$ cat src/rtl/data_path.sv
// data_path: single-cycle ARM load/store datapath with PC, register file and address ALU
module reg_file (
  input  logic        clk,
  input  logic        we,
  input  logic [3:0]  a1,
  input  logic [3:0]  a2,
  input  logic [3:0]  a3,
  input  logic [31:0] wd,
  input  logic [31:0] r15,
  output logic [31:0] read_data1,
  output logic [31:0] read_data2
);
  logic [31:0] register_file [0:14];
  // r15 is not stored; it reads back as the pipeline-visible PC+8
  always_comb begin
    read_data1 = (a1 == 4'hf) ? r15 : register_file[a1];
    read_data2 = (a2 == 4'hf) ? r15 : register_file[a2];
  end
  // write-back; writes aimed at r15 are dropped so only pc_src moves the PC
  always_ff @(posedge clk)
    if (we && a3 != 4'hf) register_file[a3] <= wd;
endmodule

module data_path (
  input  logic        clk,
  input  logic        reset,
  input  logic        pc_src,
  input  logic        reg_write,
  input  logic [31:0] instr,
  input  logic [31:0] read_data,
  input  logic [1:0]  alu_ctl,
  output logic [31:0] pc,
  output logic [31:0] write_data,
  output logic [31:0] alu_result
);
  logic [31:0] r_pc;
  logic [31:0] w_pc4;
  logic [31:0] w_pc8;
  logic [31:0] w_src_a;
  logic [31:0] w_src_b;
  logic        w_unused;
  assign w_pc4 = r_pc + 32'd4;
  assign w_pc8 = r_pc + 32'd8;
  assign w_src_b = {20'd0, instr[11:0]};
  assign w_unused = ^instr[31:20];
  assign pc = r_pc;
  reg_file register_file (
    .clk(clk),
    .we(reg_write),
    .a1(instr[19:16]),
    .a2(instr[15:12]),
    .a3(instr[15:12]),
    .wd(read_data),
    .r15(w_pc8),
    .read_data1(w_src_a),
    .read_data2(write_data)
  );
  // program counter: reset, branch to read_data, or sequential
  always_ff @(posedge clk)
    r_pc <= reset ? 32'd0 : pc_src ? read_data : w_pc4;
  // address ALU: base register combined with zero-extended imm12
  always_comb
    alu_result = (alu_ctl == 2'b00) ? w_src_a + w_src_b :
                 (alu_ctl == 2'b01) ? w_src_a - w_src_b :
                 (alu_ctl == 2'b10) ? w_src_a & w_src_b : w_src_a | w_src_b;
endmodule

$ cat config.mk
export PLATFORM = sky130hd
export DESIGN_NAME = data_path
export DESIGN_NICKNAME = d
export VERILOG_FILES = /design/src/rtl/data_path.sv
export SDC_FILE = /design/constraint.sdc
export NUM_CORES = 1
export LEC_CHECK = 0
export ABC_AREA = 0
export CORE_MARGIN = 2
export CORE_UTILIZATION = 56
export CTS_BUF_LIST = sky130_fd_sc_hd__clkbuf_2 sky130_fd_sc_hd__clkbuf_4 sky130_fd_sc_hd__clkbuf_8
export DETAILED_ROUTE_END_ITERATION = 7
export PLACE_DENSITY = 0.79
export RECOVER_POWER = 25
export SYNTH_ARGS = -nofsm -noshare
export SYNTH_HDL_FRONTEND = slang
export SYNTH_SLANG_ARGS = --single-unit
$ cat constraint.sdc
create_clock -name clk -period 9.1 [get_ports clk]
set_clock_uncertainty 0.1 [all_clocks]
set_input_delay 1.82 -clock clk [delete_from_list [all_inputs] [get_ports clk]]
set_output_delay 1.82 -clock clk [all_outputs]
set_load 0.01 [all_outputs]
==> results.sh <==
export IMPL_final_min_clock_period_ns=8.74
export IMPL_grt_pass1_wl_um=116000
export IMPL_path_common_cell="mux4_2"
export IMPL_numClockSinks=512
export IMPL_crit_slowest_cell="mux4_2"
export IMPL_viasPerCell=6.85
export IMPL_status="completed"
export IMPL_dpl_cell_area_sq_mm=0.0299
export IMPL_syn_avg_cell_area_sq_um=14.6
export IMPL_syn_area_sq_mm=0.0276
export IMPL_yosys_top_cells_area="edfxtp_1, mux4_2, mux2i_1, dfxtp_1, o21ai_0"
export IMPL_layout_drive_gt1_share=0.241
export IMPL_synth_edff_count=480
export IMPL_grt_max_degree=88
export IMPL_power_density_mw_per_mm2=174
export IMPL_numCtsBuffers=78
export IMPL_synth_top_family_by_area="multiplexers"
export IMPL_wl_per_cell_um=28.4
export IMPL_regToRegEndpoint="pc[31]"
export IMPL_r2r_cells=11
export IMPL_fp_dieW_um=226
export IMPL_synthAdderAreaFrac=0.0187
export IMPL_dp_hpwl_um=50400
export IMPL_cts_root_buffer_cell="clkbuf_8"
export IMPL_fmax_mhz=114
export IMPL_synth_seq_area_share=0.546
export IMPL_dominantRegCellSynth="edfxtp_1"
export IMPL_antenna_found_initial=6
export IMPL_initial_core_util=0.566
export IMPL_slowest_delay_ns=0.59
export IMPL_period_share=0.960
export IMPL_synth_nets=2001
export IMPL_max_slew_margin_rel=0.272
export IMPL_vias=19000
export IMPL_synth_warnings=0
export IMPL_routed_wirelength_um=79000
export IMPL_cp_cell_sequence="buf_8, mux4_2, mux4_2, nand2_1, o21a_1, ha_1, or4_1, a2111oi_0, inv_1, o21ai_0, buf_4, nor4b_2, nand2_2, nor2_1, a311oi_1, a211o_1, clkdlybuf4s50_1"
export IMPL_rrSetupSlack_ns=6.04
export IMPL_final_nets=2155
export IMPL_clk_latency_ns=0.65
export IMPL_track_usage=0.313
export IMPL_yosys_area_top_type_share=0.523
export IMPL_syn_inst=1891
export IMPL_finalSetupViolCount=0
export IMPL_die_height_um=226
export IMPL_endpoint="alu_result[30]"
export IMPL_drv_slew=0
export IMPL_gp_congestion=0.924
export IMPL_firstDrtPassIters=6
export IMPL_crit_required_ns=7.18
export IMPL_io_buffers=153
export IMPL_worstPathMaxFanout=31
export IMPL_ant_nets=0
export IMPL_die_area_sq_mm=0.0510
export IMPL_fill_cells=3403
export IMPL_async_flop_share=0
export IMPL_crit_path_start_kind="primary input"
export IMPL_min_path_type="reg -> reg"
export IMPL_area_growth_pct=14.4
export IMPL_fin_area_sq_mm=0.0315
export IMPL_cts_tree="built"
export IMPL_power_static_leakage_nw=10.4
export IMPL_ir_drop_mv=0.0955
export IMPL_cp_data_arrival_time_ns=6.82
export IMPL_synth_largest_area_cell="edfxtp_1"
export IMPL_drt_iter0_drc=2695
export IMPL_drc=0
export IMPL_r2r_start="pc[3]"
export IMPL_htreeDepth=3
export IMPL_synth_cell_types=81
export IMPL_ios=166
export IMPL_setup_tns_ns=0
export IMPL_synthSimpleGateAreaFrac=0.0695
export IMPL_grt_overflow=0
export IMPL_coreArea_sq_mm=0.0487
export IMPL_core_rowCount=81
export IMPL_rsz0062_at_grt="no"
export IMPL_worstSetupPathType="in -> out"
export IMPL_end_kind="primary output"
export IMPL_tightest_slew_ns=1.08
export IMPL_synth_compound_area_frac=0.0792
export IMPL_grt_pass1_vias=18600
export IMPL_synthMuxAreaShare=0.227
export IMPL_clock_path_buffers=3
export IMPL_timing_critical_path_from="instr[16]"
export IMPL_maxCapViolCount=0
export IMPL_synth_xor_area_frac=0.0308
export IMPL_synth_seq_cells=512
export IMPL_cts_clk_slew_worst_paths_ns=0.06
export IMPL_finalHoldViolations=0
-- metal layers --
layer | part of all wire | global-route usage | vias up
li1 | - | - | 7877
met1 | 0.37 | 0.426 | 9494
met2 | 0.46 | 0.479 | 1417
met3 | 0.13 | 0.0813 | 234
met4 | 0.042 | 0.144 | 4
met5 | 0.00034 | 0 | -
-- power breakdown --
part	internal (mW)	total, mW	switching (mW)	leakage, nW
combinational	0.397	0.874	0.477	4.97
clock	1.03	1.93	0.901	0.849
sequential	2.63	2.67	0.0394	4.60
-- how the worst min path moves through the flow --
stage,from,endpoint,slack (ns),cells past startpoint
after floorplan,pc[1],pc[1],0.45,2
after global placement,pc[1],pc[1],0.45,2
after detailed placement,pc[1],pc[1],0.46,2
after CTS,pc[1],pc[1],0.47,2
after global routing,pc[1],pc[1],0.50,2
final,pc[1],pc[1],0.46,2
-- worst max-delay path, delay by kind of cell --
family,cells,cell delay [ns]
buf+inv,4,1.11
mux,2,1.10
fa+ha+maj,1,0.32
simple gates,5,1.02
compound gates,5,1.42
-- cells in the mapped netlist, types with 21 or more instances --
cell type / count
xnor2_1: 57
mux2i_1: 70
buf_1: 22
nand3_1: 25
edfxtp_1: 480
mux4_2: 223
o21ai_0: 118
dfxtp_1: 32
mux2_2: 31
xor2_1: 40
a21oi_1: 60
buf_2: 23
nand2_1: 99
ha_1: 38
inv_1: 48
clkbuf_1: 85
nor3_1: 27
nor2_1: 123
nand4_1: 21
a21boi_0: 25
-- cells by family (layout without fill, tap and decap cells) --
family | Yosys count | count (layout)
AO/OA/AOI/OAI | 338 | 338
XOR/XNOR | 97 | 97
adder cells (fa/ha/maj) | 40 | 40
buffers and inverters | 190 | 408
flip-flops | 512 | 512
multiplexers | 335 | 335
other | 0 | 6
AND/OR/NAND/NOR | 379 | 379
-- cells in the final DEF, fill, tap and decap left out, types with 31 or more instances in the layout --
cell,synthesis,final
edfxtp_1,480,480
mux4_2,223,223
clkdlybuf4s50_1,0,124
o21ai_0,118,118
nor2_1,123,111
nand2_1,99,97
clkbuf_8,0,91
mux2i_1,70,70
a21oi_1,60,60
buf_4,6,59
xnor2_1,57,57
inv_1,48,48
xor2_1,40,40
ha_1,38,38
dfxtp_1,32,32
mux2_2,31,31
-- per-stage QoR --
stage                util  std cells  setup WS, ns  power (mW)  hold WS [ns]
finish              0.647       2779         0.364        5.47         0.464
CTS                 0.646       2773        0.0908        5.48         0.472
detailed placement  0.614       2629        0.0919        3.58         0.459
global placement    0.614       2629         0.215        3.56         0.449
floorplan               -       1891         0.251        3.24         0.448
global route        0.647       2775        0.0522        5.64         0.496
-- area by class of cell --
cell class | instances | area, sq um | share of cell area
flip-flops and latches | 512 | 15100 | 0.477
diodes | 6 | 15.0 | 0.000476
multi-input cells | 1189 | 11800 | 0.376
clock inverters | 25 | 125 | 0.00397
inverters | 50 | 188 | 0.00595
well taps | 664 | 831 | 0.0263
clock buffers | 119 | 1460 | 0.0464
repair buffers | 214 | 2010 | 0.0638
-- sequential cells by signal (all words and copies together), names as in the netlist --
name	flops
register_file.register_file	480
pc	32
-- what timing repair did --
action	CTS	global route
hold buffers	0	0
setup endpoints to repair	0	11
gates resized for setup	0	6
buffers inserted	0	0
Power figures use the tool's default switching activity.
